[src/rtl/denise_pkg.sv]
// Shared definitions for the Denise colour table write path.
//  - Custom register decode constants for COLOR00..COLOR31 (0x180-0x1BE).
//  - Bit offsets of the fields inside the 32-bit colour RAM word.
//  - Byte-enable patterns for full and low-nibble-only writes.
//  - Output source selector shared by the commit mux.
//  - pack_color(): builds the RAM word from a 12-bit RGB value.
package denise_pkg;

  // Register address bits [8:1]; a hit needs [7:5] == 3'b110.
  localparam logic [7:0] COLOR_REG_BASE = 8'hC0;
  localparam logic [7:0] COLOR_REG_MASK = 8'hE0;

  // Word layout: bytes 0-1 hold the high nibbles, bytes 2-3 the low
  // nibbles plus the genlock bit.
  localparam int RG_HI_LSB = 0;
  localparam int B_HI_LSB  = 12;
  localparam int RG_LO_LSB = 16;
  localparam int GL_BIT    = 24;
  localparam int B_LO_LSB  = 28;

  localparam logic [3:0] BYTEENA_FULL = 4'b1111;
  localparam logic [3:0] BYTEENA_LOW  = 4'b1100;

  typedef enum logic [1:0] {
    SRC_HOLD  = 2'd0,
    SRC_SWEEP = 2'd1,
    SRC_QUEUE = 2'd2
  } out_src_e;

  // rgb = {R,G,B}. With lo_only set only bytes 2-3 carry data and bytes
  // 0-1 are driven zero (they are masked off by the byte enables).
  function automatic logic [31:0] pack_color(input logic [11:0] rgb,
                                             input logic        gl,
                                             input logic        lo_only);
    logic [31:0] word;
    word = '0;
    word[RG_LO_LSB +: 8] = rgb[11:4];
    word[B_LO_LSB  +: 4] = rgb[3:0];
    word[GL_BIT]         = gl;
    if (!lo_only) begin
      word[RG_HI_LSB +: 8] = rgb[11:4];
      word[B_HI_LSB  +: 4] = rgb[3:0];
    end
    return word;
  endfunction

endpackage

[src/rtl/denise_ct_wfifo.sv]
// Synchronous FIFO holding pending colour table writes.
// Ports:
//  clock, reset_n      clock / asynchronous active-low reset (flushes queue)
//  push, push_data     enqueue request and entry
//  pop                 dequeue request (ignored when empty)
//  full, empty         occupancy flags
//  head                oldest entry, valid whenever empty==0
// A push while full is accepted only when a pop happens on the same edge.
module denise_ct_wfifo #(
  parameter int DEPTH = 4,
  parameter int WIDTH = 44
) (
  input  logic             clock,
  input  logic             reset_n,
  input  logic             push,
  input  logic [WIDTH-1:0] push_data,
  input  logic             pop,
  output logic             full,
  output logic             empty,
  output logic [WIDTH-1:0] head
);

  localparam int PTR_W = $clog2(DEPTH);
  localparam logic [PTR_W:0] DEPTH_CNT = DEPTH[PTR_W:0];

  logic [WIDTH-1:0] mem [DEPTH];
  logic [PTR_W-1:0] rd_ptr;
  logic [PTR_W-1:0] wr_ptr;
  logic [PTR_W:0]   count;
  logic             do_push;
  logic             do_pop;

  assign empty   = (count == '0);
  assign full    = (count == DEPTH_CNT);
  assign do_pop  = pop && !empty;
  assign do_push = push && (!full || do_pop);
  assign head    = mem[rd_ptr];

  always_ff @(posedge clock or negedge reset_n) begin
    if (!reset_n) begin
      rd_ptr <= '0;
      wr_ptr <= '0;
      count  <= '0;
    end else begin
      if (do_push) wr_ptr <= wr_ptr + 1'b1;
      if (do_pop)  rd_ptr <= rd_ptr + 1'b1;
      case ({do_push, do_pop})
        2'b10:   count <= count + 1'b1;
        2'b01:   count <= count - 1'b1;
        default: count <= count;
      endcase
    end
  end

  // Storage needs no reset: the pointers alone define what is valid.
  always_ff @(posedge clock) begin
    if (do_push) mem[wr_ptr] <= push_data;
  end

endmodule

[src/rtl/denise_colortable_writer.sv]
// Write side of the Denise colour table RAM.
// Decodes COLOR00..COLOR31 register writes, applies the AGA bank / LOCT
// selection, packs each value into a 32-bit RAM word with byte enables and
// queues it until the RAM's shared enable lets it commit. After reset (and
// on init_start) the whole table is swept to zero before queued writes go.
// Ports:
//  clock, reset_n          clock / asynchronous active-low reset
//  reg_strobe              qualified custom register write
//  reg_address_in          register address bits [8:1]
//  data_in                 register write data
//  aga, bank, loct         chipset mode, BPLCON3[15:13], BPLCON3[9]
//  init_start              restart the clear sweep and clear overflow
//  ram_enable              RAM shared enable; commits happen only when high
//  wren, wraddress, data,
//  byteena_a               RAM write port
//  busy                    sweep active or writes pending
//  overflow                sticky: a colour write was dropped
module denise_colortable_writer
  import denise_pkg::*;
#(
  parameter int FIFO_DEPTH    = 4,
  parameter int ADDR_W        = 8,
  parameter int INIT_ON_RESET = 1
) (
  input  logic              clock,
  input  logic              reset_n,
  input  logic              reg_strobe,
  input  logic [7:0]        reg_address_in,
  input  logic [15:0]       data_in,
  input  logic              aga,
  input  logic [2:0]        bank,
  input  logic              loct,
  input  logic              init_start,
  input  logic              ram_enable,
  output logic              wren,
  output logic [ADDR_W-1:0] wraddress,
  output logic [31:0]       data,
  output logic [3:0]        byteena_a,
  output logic              busy,
  output logic              overflow
);

  localparam int ENTRY_W = ADDR_W + 32 + 4;
  localparam logic SWEEP_AT_RESET = (INIT_ON_RESET != 0);

  logic               hit;
  logic               lo_only;
  logic [7:0]         color_addr;
  logic [ENTRY_W-1:0] entry;
  logic [ENTRY_W-1:0] head;
  logic               q_full;
  logic               q_empty;
  logic               pop;
  logic               sweep_commit;
  logic               unused_bits;

  // armed stays low until the first edge after reset release, so no write
  // is ever presented while reset is (or has just been) asserted.
  logic               armed;
  logic               sweep_active;
  logic [ADDR_W-1:0]  sweep_count;
  logic [ADDR_W-1:0]  last_addr;
  logic [31:0]        last_data;
  logic [3:0]         last_be;

  out_src_e           src;
  logic [ADDR_W-1:0]  out_addr;
  logic [31:0]        out_data;
  logic [3:0]         out_be;

  // Decode and pack
  assign hit        = reg_strobe &&
                      ((reg_address_in & COLOR_REG_MASK) == COLOR_REG_BASE);
  assign lo_only    = aga && loct;
  assign color_addr = {(aga ? bank : 3'b000), reg_address_in[4:0]};
  assign entry      = {ADDR_W'(color_addr),
                       pack_color(data_in[11:0], data_in[15], lo_only),
                       (lo_only ? BYTEENA_LOW : BYTEENA_FULL)};
  assign unused_bits = ^data_in[14:12];

  denise_ct_wfifo #(
    .DEPTH (FIFO_DEPTH),
    .WIDTH (ENTRY_W)
  ) u_wfifo (
    .clock     (clock),
    .reset_n   (reset_n),
    .push      (hit),
    .push_data (entry),
    .pop       (pop),
    .full      (q_full),
    .empty     (q_empty),
    .head      (head)
  );

  // Output source: the sweep has priority over queued register writes.
  always_comb begin
    src      = SRC_HOLD;
    out_addr = last_addr;
    out_data = last_data;
    out_be   = last_be;
    if (armed) begin
      if (sweep_active)  src = SRC_SWEEP;
      else if (!q_empty) src = SRC_QUEUE;
    end
    case (src)
      SRC_SWEEP: begin
        out_addr = sweep_count;
        out_data = '0;
        out_be   = BYTEENA_FULL;
      end
      SRC_QUEUE: {out_addr, out_data, out_be} = head;
      default: ;
    endcase
  end

  assign wren         = ram_enable && (src != SRC_HOLD);
  assign pop          = ram_enable && (src == SRC_QUEUE);
  assign sweep_commit = ram_enable && (src == SRC_SWEEP);
  assign wraddress    = out_addr;
  assign data         = out_data;
  assign byteena_a    = out_be;
  assign busy         = sweep_active || !q_empty;

  // Sweep counter, overflow flag and held output values
  always_ff @(posedge clock or negedge reset_n) begin
    if (!reset_n) begin
      armed        <= 1'b0;
      sweep_active <= SWEEP_AT_RESET;
      sweep_count  <= '0;
      overflow     <= 1'b0;
      last_addr    <= '0;
      last_data    <= '0;
      last_be      <= '0;
    end else begin
      armed <= 1'b1;

      if (init_start) begin
        sweep_active <= 1'b1;
        sweep_count  <= '0;
      end else if (sweep_commit) begin
        sweep_count <= sweep_count + 1'b1;
        if (sweep_count == '1) sweep_active <= 1'b0;
      end

      // A drop in the same cycle as init_start still raises the flag.
      if (hit && q_full && !pop) overflow <= 1'b1;
      else if (init_start)       overflow <= 1'b0;

      if (wren) begin
        last_addr <= out_addr;
        last_data <= out_data;
        last_be   <= out_be;
      end
    end
  end

endmodule
[config.mk]
export PLATFORM = sky130hd
export DESIGN_NAME = denise_colortable_writer
export DESIGN_NICKNAME = d
export VERILOG_FILES = /design/src/rtl/denise_pkg.sv /design/src/rtl/denise_ct_wfifo.sv /design/src/rtl/denise_colortable_writer.sv
export SDC_FILE = /design/constraint.sdc
export NUM_CORES = 1
export LEC_CHECK = 0
export CAP_MARGIN = 10
export CORE_UTILIZATION = 55
export CTS_BUF_LIST = sky130_fd_sc_hd__clkbuf_4 sky130_fd_sc_hd__clkbuf_8
export DETAILED_ROUTE_END_ITERATION = 8
export DONT_BUFFER_PORTS = 1
export PLACE_DENSITY = 0.79
export SETUP_SLACK_MARGIN = 0.3
export SLEW_MARGIN = 10
export SYNTH_ARGS = -nofsm -noshare
export SYNTH_HDL_FRONTEND = slang
export SYNTH_SLANG_ARGS = --single-unit
[constraint.sdc]
create_clock -name clock -period 3.35 [get_ports clock]
set_input_delay 0.335 -clock clock [delete_from_list [all_inputs] [get_ports clock]]
set_output_delay 0.335 -clock clock [all_outputs]
set_load 0.01 [all_outputs]
==> flow_summary_export.csv <==
group,metric,value,unit
floorplan,coreArea,14100,um2
logic_synthesis,syn_nets,599,
grt,grt_max_degree,63,
finish,syn2layout_area_growth,10.2,%
logic_synthesis,syn_area,8070,um2
logic_synthesis,synth_fa_ha_area_share,1.02,%
clock_tree,clkSinkCount,198,
outcome,status,"finished clean",
floorplan,die_h,123,um
logic_synthesis,synth_area_leader_cell,"edfxtp_1",
sta,tns,0,ps
grt,grt_pass1_vias,4424,
critical_path,cp.required,3010,ps
critical_path,cp-start-kind,"register",
finish,final_cell_mix,"nand2_1 (136), edfxtp_1 (136), dfrtp_1 (60)",
logic_synthesis,synth-compound-area-share,3.58,%
power,finalPower,4.59,mW
logic_synthesis,synth_cells,559,
placed_design,pre_cts_ws,842,ps
logic_synthesis,yosys_warnings,0,
critical_path,cpMostUsedCell,"nand2_1",
logic_synthesis,ys_types,41,
logic_synthesis,synthMuxAreaShare,9.62,%
floorplan,rows,43,
logic_synthesis,synth_seq_area_share,69.9,%
sta,grt_setup_unrepaired,"false",
sta,fin_skew,13.8,ps
critical_path,crit_fanout,19,
detailed_routing,drc_errors,0,
detailed_routing,drt_pass1_iterations,5,
logic_synthesis,yosys.area_share.simple,12.2,%
floorplan,io-pin-count,81,
sta,setup_viol,0,
sta,worst_slew_pin_slew,799,ps
sta,hold_viol,0,
clock_tree,cts.htree.levels,4,
critical_path,path_class,"register to primary output",
critical_path,cpPeakStageDelay,640,ps
critical_path,slowest_stage,"and2_1",
finish,fillers,958,
clock_tree,root_buffer,"clkbuf_8",
grt,gr-total-overflow,0,
run,drv_cap,0,
critical_path,cp_cell_sequence,"or3_1 -> and2_1 -> buf_4 -> nand2_1 -> nand2_1",
clock_tree,path_clk_slew,90,ps
placed_design,port-buffer-count,0,
grt,grt_pass1_wl,23.4,mm
clock_tree,cts_resized,0,
worst_hold_path,hold_class,"input pin to register",
finish,diodes,0,
logic_synthesis,synth_top_cell_area_share,50.6,%
critical_path,cp_data_arrival_time,2460,ps
clock_tree,clk_latency,460,ps
placed_design,dpl.hpwl,9.20,mm
power,vdd_drop_max,292,uV
sta,fin_crit_sh,83.5,%
sta,fmax,0.357,GHz
placed_design,gp_congestion,0.757,
sta,fin_hold_ws,151,ps
detailed_routing,drt_iter0_markers,524,
power,p_per_area,517,nW/um2
floorplan,dieArea,15200,um2
sta,drv_slew,0,
clock_tree,tritoncts,"done",
power,leakage,3.24,nW
finish,drive_gt1_share,13.8,%
floorplan,die_w,123,um
logic_synthesis,synth_xor_xnor_area_share,1.19,%
grt,track_usage,21.3,%
sta,period_needed,2800,ps
logic_synthesis,synth.avg_cell_area,14.4,um2
detailed_routing,vias,4459,
sta,slew_headroom,46.5,%
finish,fin_nets,620,
logic_synthesis,synth_area_leaders,"edfxtp_1 (51%), dfrtp_1 (19%), mux4_2 (9.5%), nand2_1 (6.3%), and2_1 (2.8%)",
clock_tree,cts_buffer_depth,2,
detailed_routing,wire_per_inst,19.4,um
logic_synthesis,synth_top_family_by_area,"simple AND/OR/NAND/NOR gates",
sta,setup_ws,552,ps
critical_path,cp-end-kind,"primary output",
floorplan,initial_core_util,57.2,%
detailed_routing,finalWirelength,15.0,mm
logic_synthesis,ys_seq_elements,198,
clock_tree,cts-buffers-inserted,17,
detailed_routing,antenna_left,0,
detailed_routing,via_per_inst,5.77,
grt,antenna_found_initial,0,
## cells by family after synthesis
kind of cell | count (synthesis)
other cells | 1
buf+inv | 40
simple gates | 219
fa+ha+maj | 6
compound gates | 49
mux | 35
flops | 198
xor+xnor | 11
## path summary, 6_finish.rpt
kind / start / slack, ps / to / cells past startpoint
setup / recovery: u_wfifo.count[2]$_DFFE_PN0P_ / 550 / data[19] / 5
hold / removal: data_in[2] / 150 / u_wfifo.mem[3][12]$_DFFE_PP_ / 1
setup reg to reg: armed$_DFF_PN0_ / 940 / u_wfifo.mem[0][24]$_DFFE_PP_ / 4
hold reg to reg: last_be[3]$_DFFE_PN0P_ / 470 / last_be[3]$_DFFE_PN0P_ / 1
max in group asynchronous: reset_n / 2600 / sweep_active$_DFFE_PN1P_ / 2
min in group asynchronous: reset_n / 440 / last_data[4]$_DFFE_PN0P_ / 2
## routing by layer
metal | global-route usage [%] | vias to the layer above | share of wire (%)
li1 | - | 2040 | -
met1 | 28.5 | 2248 | 43
met2 | 33.4 | 142 | 48
met3 | 5.40 | 29 | 6.4
met4 | 9.41 | 0 | 2.2
met5 | 0 | - | 0
## Yosys cell counts
master      n
nor4_1      1
xnor2_1     9
buf_1       1
nand4_1     3
dfrtp_1    61
or2_1       1
buf_4       2
nor2b_1     1
fa_1        1
o21ai_1     5
o22ai_1     2
or3_1       2
o41ai_4     1
clkbuf_1   10
nand2_1   136
nand4b_1    1
o21ai_0    23
mux4_2     34
ha_1        5
a31oi_1     9
inv_1      10
nor2_1     14
and3b_1     1
nand3b_1    1
nor3_1      2
or2_2       1
nand3_1    14
o21a_1      2
buf_6       3
nand2b_1    4
edfxtp_1  136
a21oi_1     6
conb_1      1
buf_2      13
a21o_1      1
inv_4       1
and2_1     36
mux2i_1     1
xor2_1      2
and4_1      1
dfstp_2     1
## repair_timing
item                      CTS  global route
hold endpoints to repair  144             0
hold buffers               22             0
setup buffers               0             0
## through the flow
stage,cell area [um2],cells,utilization (%)
6_report,8890,773,63.0
5_1_grt,8890,773,63.0
4_1_cts,8890,773,63.0
3_5_place_dp,8270,719,58.7
3_3_place_gp,8270,719,58.7
2_1_floorplan,8070,559,-
## critical path: cells and delay by family (launching register included)
| kind | cells | cell delay [ps] |
|---|---|---|
| flip-flops | 1 | 480 |
| buffers and inverters | 1 | 360 |
| AND/OR/NAND/NOR | 4 | 1160 |
## power breakdown
| part | leakage (nW) | switching (mW) | internal [mW] |
|---|---|---|---|
| Clock | 0.193 | 0.784 | 0.637 |
| Combinational | 1.01 | 0.212 | 0.163 |
| Sequential | 2.04 | 0.0796 | 2.71 |
| Total | 3.24 | 1.08 | 3.52 |
## registers in the layout, indices dropped and copies added (netlist names)
signal          cells
last_addr           8
u_wfifo.wr_ptr      2
u_wfifo.mem       136
overflow            1
u_wfifo.count       3
last_be             4
armed               1
sweep_count         8
sweep_active        1
last_data          32
u_wfifo.rd_ptr      2
## layout make-up
cell class	count	area, um2	area share [%]
inverters	11	43.8	0.493
multi-input cells	321	2230	25.1
clock inverters	8	63.8	0.718
repair buffers	31	368	4.14
well taps	180	225	2.53
clock buffers	24	318	3.58
flip-flops and latches	198	5640	63.4
No activity file was read; power rests on OpenSTA's default activity.
